### config.mk
export PLATFORM = sky130hd
export DESIGN_NAME = grid_cell_editor
export DESIGN_NICKNAME = d
export VERILOG_FILES = /design/src/rtl/grid_cell_editor.sv
export SDC_FILE = /design/constraint.sdc
export NUM_CORES = 1
export LEC_CHECK = 0
export ABC_AREA = 1
export CAP_MARGIN = 25
export CORE_MARGIN = 3
export CORE_UTILIZATION = 40
export DETAILED_ROUTE_END_ITERATION = 8
export PLACE_DENSITY = 0.69
export SETUP_SLACK_MARGIN = 0.5
export SYNTH_ARGS = -nofsm -noshare
export SYNTH_HDL_FRONTEND = slang
export SYNTH_SLANG_ARGS = --single-unit
export TNS_END_PERCENT = 5
### constraint.sdc
create_clock -name clk -period 1.5 [get_ports clk]
set_input_delay 0.375 -clock clk [delete_from_list [all_inputs] [get_ports clk]]
set_output_delay 0.375 -clock clk [all_outputs]
set_load 0.02 [all_outputs]
### src/rtl/grid_cell_editor.sv
// Centre-button cell toggle (read-modify-write) into the shared Game-of-Life grid RAM.
// Define GRID_EDIT_CLEAR_EN to add the clr-driven sweep that zeroes every cell.
module grid_cell_editor #(
    parameter int GRID_W = 80,
    parameter int GRID_H = 60,
    parameter int ADDR_W = 13
) (
    input  logic              clk,
    input  logic              rst_n,
    input  logic              btnC,
    input  logic              clr,
    input  logic [6:0]        cursorX,
    input  logic [5:0]        cursorY,
    output logic              mem_req,
    input  logic              mem_gnt,
    output logic [ADDR_W-1:0] mem_addr,
    output logic              mem_we,
    output logic              mem_wdata,
    input  logic              mem_rdata,
    output logic              edit_busy,
    output logic              edit_done
);

    typedef enum logic [2:0] {
        IDLE  = 3'd0,
        REQ   = 3'd1,
        READ  = 3'd2,
        WAIT  = 3'd3,
        WRITE = 3'd4,
        CLR   = 3'd5,
        DONE  = 3'd6
    } state_t;

    state_t            state_q, state_d;
    logic [2:0]        btn_sync_q, btn_sync_d;
    logic              btn_prev_q, btn_prev_d;
    logic              btn_edge;
    logic              clr_edge;
    logic              clr_active;
    logic [ADDR_W-1:0] cursor_addr;
    logic [ADDR_W-1:0] x_ext, y_ext;
    logic [ADDR_W-1:0] mem_addr_q, mem_addr_d;
    logic              mem_req_q, mem_req_d;
    logic              mem_we_q, mem_we_d;
    logic              mem_wdata_q, mem_wdata_d;
    logic              edit_busy_q, edit_busy_d;
    logic              edit_done_q, edit_done_d;

    assign x_ext = ADDR_W'(cursorX);
    assign y_ext = ADDR_W'(cursorY);

    // Row stride of 80 is 64+16, so the default geometry needs no multiplier.
    generate
        if (GRID_W == 80) begin : g_addr_shift
            assign cursor_addr = (y_ext << 6) + (y_ext << 4) + x_ext;
        end else begin : g_addr_mult
            assign cursor_addr = (y_ext * ADDR_W'(GRID_W)) + x_ext;
        end
    endgenerate

    always_comb begin
        btn_sync_d = {btn_sync_q[1:0], btnC};
        btn_prev_d = btn_sync_q[2];
    end

    assign btn_edge = btn_sync_q[2] & ~btn_prev_q;

`ifdef GRID_EDIT_CLEAR_EN
    localparam logic [ADDR_W-1:0] LAST_ADDR = ADDR_W'(GRID_W * GRID_H - 1);

    logic [2:0] clr_sync_q, clr_sync_d;
    logic       clr_prev_q, clr_prev_d;
    logic       clr_flag_q, clr_flag_d;

    always_comb begin
        clr_sync_d = {clr_sync_q[1:0], clr};
        clr_prev_d = clr_sync_q[2];
        clr_flag_d = clr_flag_q;
        if (state_q == IDLE) begin
            clr_flag_d = clr_edge;
        end
    end

    assign clr_edge   = clr_sync_q[2] & ~clr_prev_q;
    assign clr_active = clr_flag_q;

    always_ff @(posedge clk or negedge rst_n) begin
        if (!rst_n) begin
            clr_sync_q <= 3'b000;
            clr_prev_q <= 1'b0;
            clr_flag_q <= 1'b0;
        end else begin
            clr_sync_q <= clr_sync_d;
            clr_prev_q <= clr_prev_d;
            clr_flag_q <= clr_flag_d;
        end
    end
`else
    logic [31:0] unused_cfg;

    assign unused_cfg = {31'(GRID_H), clr};
    assign clr_edge   = 1'b0;
    assign clr_active = 1'b0;
`endif

    // Next state and address; only IDLE looks at edges, so presses while busy are dropped.
    always_comb begin
        state_d    = state_q;
        mem_addr_d = mem_addr_q;
        case (state_q)
            IDLE: begin
                if (clr_edge) begin
                    state_d    = REQ;
                    mem_addr_d = '0;
                end else if (btn_edge) begin
                    state_d    = REQ;
                    mem_addr_d = cursor_addr;
                end
            end
            REQ: begin
                if (mem_gnt) begin
                    state_d = clr_active ? CLR : READ;
                end
            end
            READ:  state_d = WAIT;
            WAIT:  state_d = WRITE;
            WRITE: state_d = DONE;
`ifdef GRID_EDIT_CLEAR_EN
            CLR: begin
                if (mem_addr_q == LAST_ADDR) begin
                    state_d = DONE;
                end else begin
                    mem_addr_d = mem_addr_q + 1'b1;
                end
            end
`endif
            DONE:    state_d = IDLE;
            default: state_d = IDLE;
        endcase
    end

    // Outputs are registered from the upcoming state so they line up with it.
    always_comb begin
        mem_req_d   = (state_d == REQ) || (state_d == READ) || (state_d == WAIT) ||
                      (state_d == WRITE) || (state_d == CLR);
        mem_we_d    = (state_d == WRITE) || (state_d == CLR);
        mem_wdata_d = 1'b0;
        if (state_q == WAIT) begin
            mem_wdata_d = ~mem_rdata;
        end
        edit_busy_d = (state_d != IDLE);
        edit_done_d = (state_d == DONE);
    end

    always_ff @(posedge clk or negedge rst_n) begin
        if (!rst_n) begin
            state_q     <= IDLE;
            btn_sync_q  <= 3'b000;
            btn_prev_q  <= 1'b0;
            mem_addr_q  <= '0;
            mem_req_q   <= 1'b0;
            mem_we_q    <= 1'b0;
            mem_wdata_q <= 1'b0;
            edit_busy_q <= 1'b0;
            edit_done_q <= 1'b0;
        end else begin
            state_q     <= state_d;
            btn_sync_q  <= btn_sync_d;
            btn_prev_q  <= btn_prev_d;
            mem_addr_q  <= mem_addr_d;
            mem_req_q   <= mem_req_d;
            mem_we_q    <= mem_we_d;
            mem_wdata_q <= mem_wdata_d;
            edit_busy_q <= edit_busy_d;
            edit_done_q <= edit_done_d;
        end
    end

    assign mem_req   = mem_req_q;
    assign mem_addr  = mem_addr_q;
    assign mem_we    = mem_we_q;
    assign mem_wdata = mem_wdata_q;
    assign edit_busy = edit_busy_q;
    assign edit_done = edit_done_q;

endmodule

==> PnR_summary.wiki, run 1 <==
{| class="wikitable"
! Metric !! Value
|-
| Hold path depth || 0
|-
| Core Region || between 2000 and 3000 µm²
|-
| Final weighted congestion of routability-driven global placement || between 0.7 and 0.8
|-
| Nets@finish || between 200 and 250
|-
| Count of inserted antenna diode cells || 0
|-
| Setup total negative slack || -0.275 ns
|-
| Number of clock sinks seen by CTS || 25
|-
| Pint || 1780 µW
|-
| Main combinational cell family by area after synthesis || simple AND/OR/NAND/NOR gates
|-
| Power per unit of standard cell area || roughly 1500 nW/µm²
|-
| Wire length after detailed routing || 3030 µm
|-
| TritonCTS clock tree || yes
|-
| YS warnings || 0
|-
| Multiplexer area fraction after synthesis || 0%
|-
| Wire length of the first global-routing pass || between 5000 and 6000 µm
|-
| Post-Place Setup Slack || -0.840 ns
|-
| Distinct cell type count after synthesis || 20
|-
| Actual transition at the worst max-transition pin || slightly above 0.3 ns
|-
| Crit. End Element || flip-flop
|-
| Failing checks || negative setup slack
|-
| Max-slew violation count || 0
|-
| Post-DR vias/cell || ~4.7
|-
| Yosys reg bits || 25
|-
| DR vias || ~1.1k
|-
| Final-layout worst hold slack || 0.369 ns
|-
| Final Hold Fails || 0
|-
| Die Width || 62.2 µm
|-
| Maximum number of pins on one net before global-route repair || 26
|-
| Synth Area in Compound Gates || under 10%
|-
| Net Switching || 1210 µW
|-
| Most area-consuming cells after synthesis || sky130_fd_sc_hd__dfrtp_1 (50%), sky130_fd_sc_hd__nand2_1 (16%), sky130_fd_sc_hd__ha_1 (11%)
|-
| Total overflow reported by the global router || 0
|-
| Reg-to-Reg End || mem_addr[11]
|-
| Final worst path period need || 1.60 ns
|-
| Number of cells produced by synthesis || 141
|-
| Simple-gate area share of the yosys netlist || around 26%
|-
| Total DRC errors in the routed layout || 0
|-
| Worst setup path start || cursorY[0]
|-
| I/O Buffers || 35
|-
| Clock root buffer master || sky130_fd_sc_hd__clkbuf_4
|-
| Start-to-end type of the worst setup path || primary input to flip-flop
|-
| Run status || finished with violations
|-
| Worst hold path type || flip-flop to flip-flop
|-
| Fraction of the mapped netlist area in adder cells || between 10% and 20%
|-
| Count of H-tree levels built during CTS || 1
|-
| Worst setup skew after layout || 0.0120 ns
|-
| Number of max-cap violations || 0
|-
| Initial antenna violation count || 0
|-
| Parity-gate share of the synthesized area counting xor and xnor cells || 2.08%
|-
| I/O pin count || 37
|-
| Mean instance size in the synthesized netlist || approximately 9.0 µm²
|-
| Die H || 62.2 µm
|-
| Aggregate global-route resource usage || ~16%
|-
| Worst slew slack as a fraction of its limit || 79.7%
|-
| Setup slack after layout || -0.0959 ns
|-
| Static leakage || about 0.001 µW
|-
| FF-to-FF Start || state_q[1]
|-
| Count of final setup violators || 5
|-
| Cell count of the worst reg-to-reg path || 5
|-
| Maximum buffer depth of the clock tree || 2
|-
| Maximum clock rate || approximately 0.63 GHz
|-
| Number of global-route vias before repair || roughly 1.1k
|-
| Comb pwr share || between 50% and 60%
|-
| Number of nets still failing antenna checks after routing || 0
|-
| Die Footprint || roughly 3900 µm²
|-
| Net switching share of the total power || between 40 and 50%
|-
| IR Drop Worst-Case VDD || a little over 0.001 V
|-
| Sequential fraction of the synthesis area || 49.6%
|-
| Cell row count || 19
|-
| Latest clock arrival within the worst-skew pair || around 0.32 ns
|-
| Clock transition at the registers of the reported paths || 0.14 ns
|-
| Worst Hold Endpoint || btn_sync_q[2]
|-
| Netlist area before placement || around 1300 µm²
|-
| Startpoint type of the worst setup path || primary input
|-
| Signed area change from the synthesized netlist to the final layout || 54.7%
|-
| Number of iterations in the first detailed-routing pass || 4
|-
| Critical Path AT || between 1.5 and 2 ns
|-
| Number of buffers inserted by hold repair at cts || 0
|-
| Share of the synthesized area in the top cell type || 49.6%
|-
| Data required time at the worst endpoint || 1.72 ns
|-
| Share of cells above drive strength 1 || roughly 36%
|-
| Reg2Reg Setup Slack || roughly 0.23 ns
|-
| Syn nets || ~170
|-
| HP Start || btn_sync_q[1]
|-
| Iteration-0 DRC Markers || between 40 and 50
|-
| Flop pwr share || ~38%
|-
| Area leader, netlist || sky130_fd_sc_hd__dfrtp_1
|-
| Ratio of final minimum period to clock period || 106%
|-
| Unrepaired setup endpoints after global routing || true
|-
| Num CTS Buffers || 3
|-
| Detailed Place HPWL || 2150 µm
|-
| Fillcell total || 220
|-
| Initial Utilization || between 40% and 50%
|-
| Portion of total power attributed to the clock network || 9.9%
|-
| Detail-routed net length per standard cell || 13.1 µm
|-
| Peak fanout along the critical path || 2
|}
per-layer routing:
layer  wire length, µm  share of wire [%]  track usage (%)
met3               146                4.8             4.50
met5                 0                  0                0
met2              1570                 52             28.8
met4                80                2.6             4.70
met1              1230                 41             18.3
stage by stage:
stage | utilization [%] | instance area [µm²] | power [µW] | cells
4_1_cts | 66.5 | 1910 | 2950 | 231
3_3_place_gp | 60.1 | 1730 | 2440 | 226
3_5_place_dp | 60.1 | 1730 | 2490 | 226
6_report | 67.9 | 1950 | 2990 | 232
2_1_floorplan | - | 1270 | 1840 | 141
5_1_grt | 67.9 | 1950 | 3190 | 232
kinds of logic (layout without fill, tap and decap cells):
logic type	Yosys count	after routing
compound gates	7	7
xor+xnor	3	3
fa+ha+maj	13	13
buf+inv	16	65
flops	25	25
simple gates	77	77
placed cells by master (no fill, tap or decap), drive strengths merged:
master	instances
nand2	53
buf	33
dfrtp	25
inv	14
nand3	12
ha	11
nor2	9
clkdlybuf4s50	8
clkbuf	6
a21oi	4
o21ai	3
xor2	2
fa	2
dlygate4sd2	2
nor3	1
and2	1
nand4	1
xnor2	1
clkinv	1
clkdlybuf4s15	1
worst max-delay path, stage by stage:
cell and delay (ns):
sky130_fd_sc_hd__buf_8 0.10, sky130_fd_sc_hd__fa_2 0.61, sky130_fd_sc_hd__ha_4 0.23, sky130_fd_sc_hd__nand3_2 0.08, sky130_fd_sc_hd__nand3_2 0.09, sky130_fd_sc_hd__and2_4 0.16
sky130_fd_sc_hd__o21ai_2 0.11, sky130_fd_sc_hd__nand2_1 0.06
power by group through the flow:
stage / combinational [µW] / clock (µW) / sequential (µW)
5_1_grt: 1700 / 339 / 1150
4_1_cts: 1530 / 306 / 1110
2_1_floorplan: 509 / 0 / 1330
6_report: 1580 / 297 / 1120
3_3_place_gp: 1380 / 0 / 1070
3_5_place_dp: 1410 / 0 / 1080
worst max-delay path by stage:
stage | slack [ns] | to | cells past startpoint
3_5_place_dp | -0.84 | mem_addr[12] | 8
6_report | -0.1 | mem_addr[12] | 8
5_1_grt | -0.11 | mem_addr[12] | 8
2_1_floorplan | -0.25 | mem_addr[12] | 7
4_1_cts | -0.08 | mem_addr[9] | 8
3_3_place_gp | -0.76 | mem_addr[12] | 8
registers in the layout, summed over array words and instances, names as in the netlist:
register    count
mem_addr       13
mem_we          1
mem_req         1
btn_sync_q      3
edit_done       1
state_q         3
mem_wdata       1
btn_prev_q      1
edit_busy       1
final cells by class:
class / count / area [µm²] / area share, %
Clock inverter: 1 / 5.00 / 0.256
Multi-Input combinational cell: 100 / 738 / 37.8
Clock buffer: 3 / 22.5 / 1.15
Timing Repair Buffer: 47 / 449 / 23.0
Tap cell: 42 / 52.6 / 2.69
Sequential cell: 25 / 626 / 32.0
Inverter: 14 / 60.1 / 3.07
cell usage after synthesis:
cell type                 count
sky130_fd_sc_hd__nand2_1     53
sky130_fd_sc_hd__dfrtp_1     25
sky130_fd_sc_hd__inv_1       13
sky130_fd_sc_hd__ha_1        11
sky130_fd_sc_hd__nand3_1     11
sky130_fd_sc_hd__nor2_1       8
sky130_fd_sc_hd__a21oi_1      4
sky130_fd_sc_hd__fa_1         2
sky130_fd_sc_hd__o21ai_0      2
sky130_fd_sc_hd__xor2_1       2
sky130_fd_sc_hd__and2_1       1
sky130_fd_sc_hd__buf_2        1
sky130_fd_sc_hd__buf_6        1
sky130_fd_sc_hd__inv_2        1
sky130_fd_sc_hd__nand3_4      1
sky130_fd_sc_hd__nand4_1      1
sky130_fd_sc_hd__nor2_2       1
sky130_fd_sc_hd__nor3_1       1
sky130_fd_sc_hd__o21ai_2      1
sky130_fd_sc_hd__xnor2_1      1
repair_timing:
| action | in CTS | in global routing |
|---|---|---|
| pin swaps | 11 | 14 |
| buffers inserted | 1 | 1 |
| endpoints found under the setup margin | 35 | 37 |
| resized for setup | 149 | 18 |
(Power assumes the default switching activity.)
==> run 2, diff against run 1 <==
--- a/config.mk
+++ b/config.mk
@@ -11,5 +11,5 @@
 export CORE_UTILIZATION = 40
 export DETAILED_ROUTE_END_ITERATION = 8
-export PLACE_DENSITY = 0.69
+export PLACE_DENSITY_LB_ADDON = 0.08
 export SETUP_SLACK_MARGIN = 0.5
 export SYNTH_ARGS = -nofsm -noshare
==> constraint.sdc (replaced) <==
create_clock -name clk -period 1.5 [get_ports clk]
set_input_delay 0.375 -clock clk [delete_from_list [all_inputs] [get_ports clk]]
set_output_delay 0.375 -clock clk [all_outputs]
set_load 0.05 [all_outputs]
==> run 2 against run 1 <==
The flow still finishes with violations (negative setup slack). Sequential power is 7% higher. Die area is the same. Global-route usage rose by 1.2 points. First-iteration DRC count up 24%. Clock-buffer cell count unchanged. Sequential cell count unchanged. Worst hold slack got worse by 0.0039 ns. Clock power up 9.4%. Core utilization up 7.0 points. Setup slack improved by 0.071 ns. Cell area rose by 10%. Critical path type unchanged.
==> PnR_summary.wiki, run 2 (synthesis results as in run 1) <==
{| class="wikitable"
! Metric !! Value
|-
| Count of final setup violators || 4 (-1)
|-
| Number of flip-flops in the largest register || 13 (unchanged)
|-
| Detail-routed net length per standard cell || 13.5 µm (+3.3%)
|-
| Pint || 2220 µW (+24%)
|-
| Post-route cell area || 2150 µm² (+10%)
|-
| Latest clock arrival within the worst-skew pair || 0.33 ns (about the same)
|-
| Number of clock sinks seen by CTS || 25 (unchanged)
|-
| I/O Buffers || 35 (unchanged)
|-
| Setup total negative slack || -0.0507 ns (+0.224 ns)
|-
| IR Drop Worst-Case VDD || 0.00115 V (+12%)
|-
| Worst slew slack as a fraction of its limit || 78.9% (-0.80 points)
|-
| Failing checks || negative setup slack
|-
| Maximum number of pins on one net before global-route repair || 26 (unchanged)
|-
| Unrepaired setup endpoints after global routing || true
|-
| Number of global-route vias before repair || 1170 (+4.2%)
|-
| Die Footprint || 3870 µm² (unchanged)
|-
| Clock transition at the registers of the reported paths || 0.14 ns (about the same)
|-
| Comb pwr share || 62.1% (+9.5 points)
|-
| I/O pin count || 37 (unchanged)
|-
| Peak fanout along the critical path || 2 (unchanged)
|-
| Share of cells above drive strength 1 || 39.2% (+2.8 points)
|-
| Post-DR vias/cell || 4.78 (+2.3%)
|-
| Cell row count || 19 (unchanged)
|-
| Wire length after detailed routing || 3120 µm (+2.8%)
|-
| Reg-to-Reg End || mem_addr[8]
|-
| Actual transition at the worst max-transition pin || 0.317 ns (+0.0120 ns)
|-
| Net switching share of the total power || 45.0% (+4.7 points)
|-
| Number of iterations in the first detailed-routing pass || 4 (unchanged)
|-
| Final worst path period need || 1.53 ns (-0.0705 ns)
|-
| Core Region || 2880 µm² (unchanged)
|-
| Critical Path AT || 1.77 ns (-0.04 ns)
|-
| Count of inserted antenna diode cells || 0 (unchanged)
|-
| Nets@finish || 222 (-0.45%)
|-
| Power per unit of standard cell area || 1870 nW/µm² (+22%)
|-
| Final standard cell utilization of the core || 74.9% (+7.0 points)
|-
| Start-to-end type of the worst setup path || primary input to flip-flop
|-
| Iteration-0 DRC Markers || 52 (+24%)
|-
| Initial Utilization || 43.9% (unchanged)
|-
| Worst setup path start || cursorY[0]
|-
| Die Width || 62.2 µm (unchanged)
|-
| Ratio of final minimum period to clock period || 102% (-4.7 points)
|-
| Static leakage || 0.00105 µW (+5.3%)
|-
| # Post-CTS Setup Buffers || 0 (-1)
|-
| Setup slack after layout || -0.0254 ns (+0.0705 ns)
|-
| Final Hold Fails || 0 (unchanged)
|-
| Signed area change from the synthesized netlist to the final layout || 70.7%
|-
| Maximum clock rate || 0.656 GHz (+4.6%)
|-
| Count of H-tree levels built during CTS || 1 (unchanged)
|-
| Worst setup skew after layout || 0.00202 ns (-0.00998 ns)
|-
| Net Switching || 1820 µW (+50%)
|-
| Number of max-cap violations || 0 (unchanged)
|-
| Portion of total power attributed to the clock network || 8.1% (-1.8 points)
|-
| Initial antenna violation count || 0 (unchanged)
|-
| Commonest non-fill, non-tap cell in the layout || sky130_fd_sc_hd__nand2_1
|-
| Wire length of the first global-routing pass || 5400 µm (+6.8%)
|-
| Clock root buffer master || sky130_fd_sc_hd__clkbuf_4
|-
| Aggregate global-route resource usage || 17.1% (+1.2 points)
|-
| Non-filler cells in the finished layout || 231 (-0.43%)
|-
| Cell count of the worst reg-to-reg path || 5 (unchanged)
|-
| TritonCTS clock tree || yes
|-
| Number of buffers inserted by hold repair at cts || 0 (unchanged)
|-
| Total DRC errors in the routed layout || 0 (unchanged)
|-
| Worst hold path type || flip-flop to flip-flop
|-
| Data required time at the worst endpoint || 1.75 ns (+0.03 ns)
|-
| Final weighted congestion of routability-driven global placement || 0.836 (+5.3%)
|-
| Reg2Reg Setup Slack || 0.31 ns (+0.08 ns)
|-
| Total overflow reported by the global router || 0 (unchanged)
|-
| Number of nets still failing antenna checks after routing || 0 (unchanged)
|-
| Flop pwr share || 29.9% (-7.6 points)
|-
| Num CTS Buffers || 3 (unchanged)
|-
| Run status || finished with violations
|-
| Startpoint type of the worst setup path || primary input
|-
| Die H || 62.2 µm (unchanged)
|-
| Most frequent cells in the layout || sky130_fd_sc_hd__nand2_1 (48), sky130_fd_sc_hd__dfrtp_1 (24), sky130_fd_sc_hd__buf_12 (18)
|-
| DR vias || 1104 (+1.8%)
|-
| Post-Place Cells || 227 (+0.44%)
|-
| Final-layout worst hold slack || 0.365 ns (-0.00388 ns)
|-
| FF-to-FF Start || state_q[1]
|-
| Maximum buffer depth of the clock tree || 2 (unchanged)
|-
| Max-slew violation count || 0 (unchanged)
|-
| Detailed Place HPWL || 2200 µm (+2.0%)
|-
| Setup crit end || mem_addr[9]
|-
| Crit. End Element || flip-flop
|-
| Cell Area, Placed || 1920 µm² (+11%)
|}
run 2: power groups by stage:
stage | clock network (µW) | registers (µW) | logic, µW
4_1_cts | 332 | 1190 | 2440
3_3_place_gp | 0 | 1190 | 2320
5_1_grt | 374 | 1240 | 2660
3_5_place_dp | 0 | 1200 | 2350
6_report | 325 | 1200 | 2500
2_1_floorplan | 0 | 1820 | 508
run 2: critical path: stages:
cell and delay (ns):
sky130_fd_sc_hd__buf_8 0.10, sky130_fd_sc_hd__fa_2 0.51, sky130_fd_sc_hd__fa_2 0.40, sky130_fd_sc_hd__nand3_2 0.08
sky130_fd_sc_hd__nand2_2 0.06, sky130_fd_sc_hd__xor2_1 0.14, sky130_fd_sc_hd__nand2_1 0.06, sky130_fd_sc_hd__nand2_1 0.05
run 2: worst min-delay path by stage:
stage	startpoint	to	slack, ns	cells after the start
after global placement	btn_sync_q[1]	btn_sync_q[2]	0.34	0
after floorplan	rst_n	btn_prev_q	0.08	0
after global routing	cursorY[0]	mem_addr[4]	0.38	4
after detailed placement	btn_sync_q[1]	btn_sync_q[2]	0.34	0
after CTS	btn_sync_q[1]	btn_sync_q[2]	0.37	0
final	btn_sync_q[1]	btn_sync_q[2]	0.37	0
run 2: area by class of cell:
cell class / count / area (µm²)
clock buffers: 3 / 22.5
clock inverters: 1 / 7.51
fillers: 201 / 722
inverters: 14 / 55.1
multi-input cells: 100 / 779
flip-flops and latches: 25 / 627
well taps: 42 / 52.6
repair buffers: 46 / 611
run 2: layer usage:
metal | GRT usage (%) | vias up | share of wire, %
li1 | - | 542 | -
met1 | 21.6 | 522 | 41
met2 | 28.2 | 36 | 52
met3 | 4.86 | 4 | 6.1
met4 | 5.80 | 0 | 1.4
met5 | 0 | - | 0
run 2: what timing repair did:
action                                  CTS  global route
gates resized for setup                  47            20
endpoints found under the setup margin   34            36
pin swaps                                14            12
run 2: stage by stage:
stage | setup slack (ns) | power [µW]
after floorplan | -0.251 | 2320
after global placement | -0.768 | 3520
after detailed placement | -0.844 | 3550
after CTS | -0.0472 | 3960
after global routing | -0.0782 | 4270
final | -0.0254 | 4030
==> run 3, diff against run 2 <==
- CORE_UTILIZATION: 40 -> 39
- HOLD_SLACK_MARGIN: not set -> 0.1
==> run 3 against run 2 <==
Maximum frequency shrank 2.2%. Clock power shrank 8.0%. Cell area shrank 1.7%. The run still ends with negative setup slack left. Largest cell class unchanged. Global-route usage shrank 1.9 points. Combinational power shrank 2%. Highest routed layer unchanged. Cell count grew 0.43%. Clock skew grew 0.012 ns. Die area grew 2.3%. Via count shrank 4.2%.
==> PnR_summary.wiki, run 3 (synthesis results as in run 1) <==
{| class="wikitable"
! Metric !! Value
|-
| Total DRC errors in the routed layout || 0 (unchanged)
|-
| Ratio of final minimum period to clock period || 104% (+2.3 points)
|-
| Total overflow reported by the global router || 0 (unchanged)
|-
| Commonest non-fill, non-tap cell in the layout || sky130_fd_sc_hd__nand2_1
|-
| Setup slack after layout || -0.0596 ns (-0.0342 ns)
|-
| Data required time at the worst endpoint || 1.72 ns (-0.03 ns)
|-
| Cell row count || 20 (+1)
|-
| Iteration-0 DRC Markers || 35 (-33%)
|-
| Critical Path AT || 1.78 ns (about the same)
|-
| Aggregate global-route resource usage || 15.2% (-1.9 points)
|-
| Wire length after detailed routing || 2840 µm (-8.8%)
|-
| Final Hold Fails || 0 (unchanged)
|-
| Run status || finished with violations
|-
| Core Region || 3080 µm² (+7.0%)
|-
| Number of global-route vias before repair || 1052 (-10%)
|-
| Failing checks || negative setup slack
|-
| Die H || 62.9 µm (+1.1%)
|-
| Post-route cell area || 2120 µm² (-1.7%)
|-
| Power per unit of standard cell area || 1870 nW/µm² (-0.21%)
|-
| Die Width || 62.9 µm (+1.1%)
|-
| Number of clock sinks seen by CTS || 25 (unchanged)
|-
| Initial antenna violation count || 0 (unchanged)
|-
| Post-DR vias/cell || 4.56 (-4.6%)
|-
| Number of max-cap violations || 0 (unchanged)
|-
| Number of flip-flops in the largest register || 13 (unchanged)
|-
| Total power after layout || 3950 µW (-1.9%)
|-
| Worst setup skew after layout || 0.0138 ns (+0.0117 ns)
|-
| Die Footprint || 3960 µm² (+2.3%)
|-
| Latest clock arrival within the worst-skew pair || 0.32 ns (about the same)
|-
| Final standard cell utilization of the core || 68.8% (-6.1 points)
|-
| TritonCTS clock tree || yes
|-
| I/O pin count || 37 (unchanged)
|-
| Peak fanout along the critical path || 2 (unchanged)
|-
| Clock transition at the registers of the reported paths || 0.14 ns (about the same)
|-
| Number of buffers inserted by hold repair at cts || 0 (unchanged)
|-
| Count of inserted antenna diode cells || 0 (unchanged)
|-
| Detail-routed net length per standard cell || 12.3 µm (-9.2%)
|-
| Count of H-tree levels built during CTS || 1 (unchanged)
|-
| Nets@finish || 221 (-0.45%)
|-
| Number of nets still failing antenna checks after routing || 0 (unchanged)
|-
| Detailed Place HPWL || 2190 µm (-0.46%)
|-
| Final worst path period need || 1.56 ns (+0.0342 ns)
|-
| Count of final setup violators || 4 (unchanged)
|-
| Crit. End Element || flip-flop
|-
| Maximum clock rate || 0.641 GHz (-2.2%)
|-
| Num CTS Buffers || 3 (unchanged)
|-
| Number of iterations in the first detailed-routing pass || 3 (-1)
|-
| Fillcell total || 243 (+21%)
|-
| Most frequent cells in the layout || sky130_fd_sc_hd__nand2_1 (48), sky130_fd_sc_hd__dfrtp_1 (25), sky130_fd_sc_hd__buf_12 (18)
|-
| Cell Area, Placed || 1910 µm² (-0.26%)
|-
| Start-to-end type of the worst setup path || primary input to flip-flop
|-
| Maximum buffer depth of the clock tree || 2 (unchanged)
|-
| Share of cells above drive strength 1 || 35.6% (-3.5 points)
|-
| Maximum number of pins on one net before global-route repair || 26 (unchanged)
|-
| Static leakage || 0.00104 µW (-1.3%)
|-
| IR Drop Worst-Case VDD || 0.000865 V (-25%)
|-
| Unrepaired setup endpoints after global routing || true
|-
| Wire length of the first global-routing pass || 4710 µm (-13%)
|-
| # Post-CTS Setup Buffers || 0 (unchanged)
|-
| DR vias || 1058 (-4.2%)
|-
| Actual transition at the worst max-transition pin || 0.314 ns (-0.00294 ns)
|-
| Worst slew slack as a fraction of its limit || 79.1% (+0.20 points)
|-
| Max-slew violation count || 0 (unchanged)
|-
| Initial Utilization || 41.0% (-2.9 points)
|-
| Worst hold path type || flip-flop to flip-flop
|-
| I/O Buffers || 35 (unchanged)
|-
| Clock root buffer master || sky130_fd_sc_hd__clkbuf_4
|-
| Startpoint type of the worst setup path || primary input
|-
| Signed area change from the synthesized netlist to the final layout || 67.7%
|-
| Final weighted congestion of routability-driven global placement || 0.827 (-1.1%)
|-
| Reg2Reg Setup Slack || 0.20 ns (-0.11 ns)
|}
-- run 3: cell types whose count changed in the layout (fill, tap and decap cells not counted), sizes merged --
cell	previous run	this run
buf	33	32
-- run 3: critical path, stage by stage --
cell                      delay, ns
sky130_fd_sc_hd__buf_8         0.10
sky130_fd_sc_hd__fa_2          0.50
sky130_fd_sc_hd__fa_2          0.37
sky130_fd_sc_hd__nand3_2       0.08
sky130_fd_sc_hd__nand2_2       0.06
sky130_fd_sc_hd__nand2_2       0.09
sky130_fd_sc_hd__nand2_2       0.07
sky130_fd_sc_hd__nand2_2       0.07
sky130_fd_sc_hd__nand3_2       0.06
-- run 3: power breakdown --
| group | total [µW] | leakage (µW) | switching (µW) | internal [µW] |
|---|---|---|---|---|
| logic | 2450 | 0.000716 | 1300 | 1150 |
| clock network | 299 | 0.0000139 | 197 | 102 |
| registers | 1200 | 0.000311 | 272 | 931 |
| total | 3950 | 0.00104 | 1770 | 2190 |
-- run 3: cell type report --
type | count | area (µm²) | share of cell area (%)
repair buffers | 45 | 593 | 28.0
multi-input cells | 100 | 753 | 35.6
well taps | 44 | 55.1 | 2.60
inverters | 14 | 60.1 | 2.84
clock buffers | 3 | 22.5 | 1.06
clock inverters | 1 | 7.51 | 0.355
flip-flops and latches | 25 | 626 | 29.6
-- run 3: final timing paths --
check	from	endpoint	depth (start not counted)
max	cursorY[0]	mem_addr[11]	9
min	btn_sync_q[1]	btn_sync_q[2]	0
max reg2reg	state_q[1]	mem_addr[11]	5
min reg2reg	btn_sync_q[1]	btn_sync_q[2]	0
max in group asynchronous	rst_n	mem_addr[10]	2
min in group asynchronous	rst_n	btn_sync_q[1]	2
-- run 3: per-stage QoR --
step                instances  TNS [ns]  worst slack [ns]  hold slack [ns]
floorplan                 141     -1.30            -0.251           0.0794
global placement          228     -5.23            -0.775            0.335
detailed placement        228     -5.54            -0.824            0.339
CTS                       232    -0.450           -0.0938            0.372
global route              232    -0.166           -0.0648            0.381
finish                    232    -0.113           -0.0596            0.369
-- run 3: repair_timing --
item / CTS / global route
pin swaps: 14 / 8
endpoints found under the hold margin: 0 / 0
setup endpoints to repair: 35 / 35
gates resized for setup: 41 / 18
gates cloned: 0 / 0
-- run 3: layer usage --
layer | share of wire [%] | global-route usage, % | vias to the layer above
met1 | 41 | 18.2 | 480
met3 | 4.7 | 3.96 | 8
met4 | 3.4 | 6.89 | 0
met5 | 0 | 0 | -
met2 | 51 | 25.3 | 29
li1 | - | - | 541
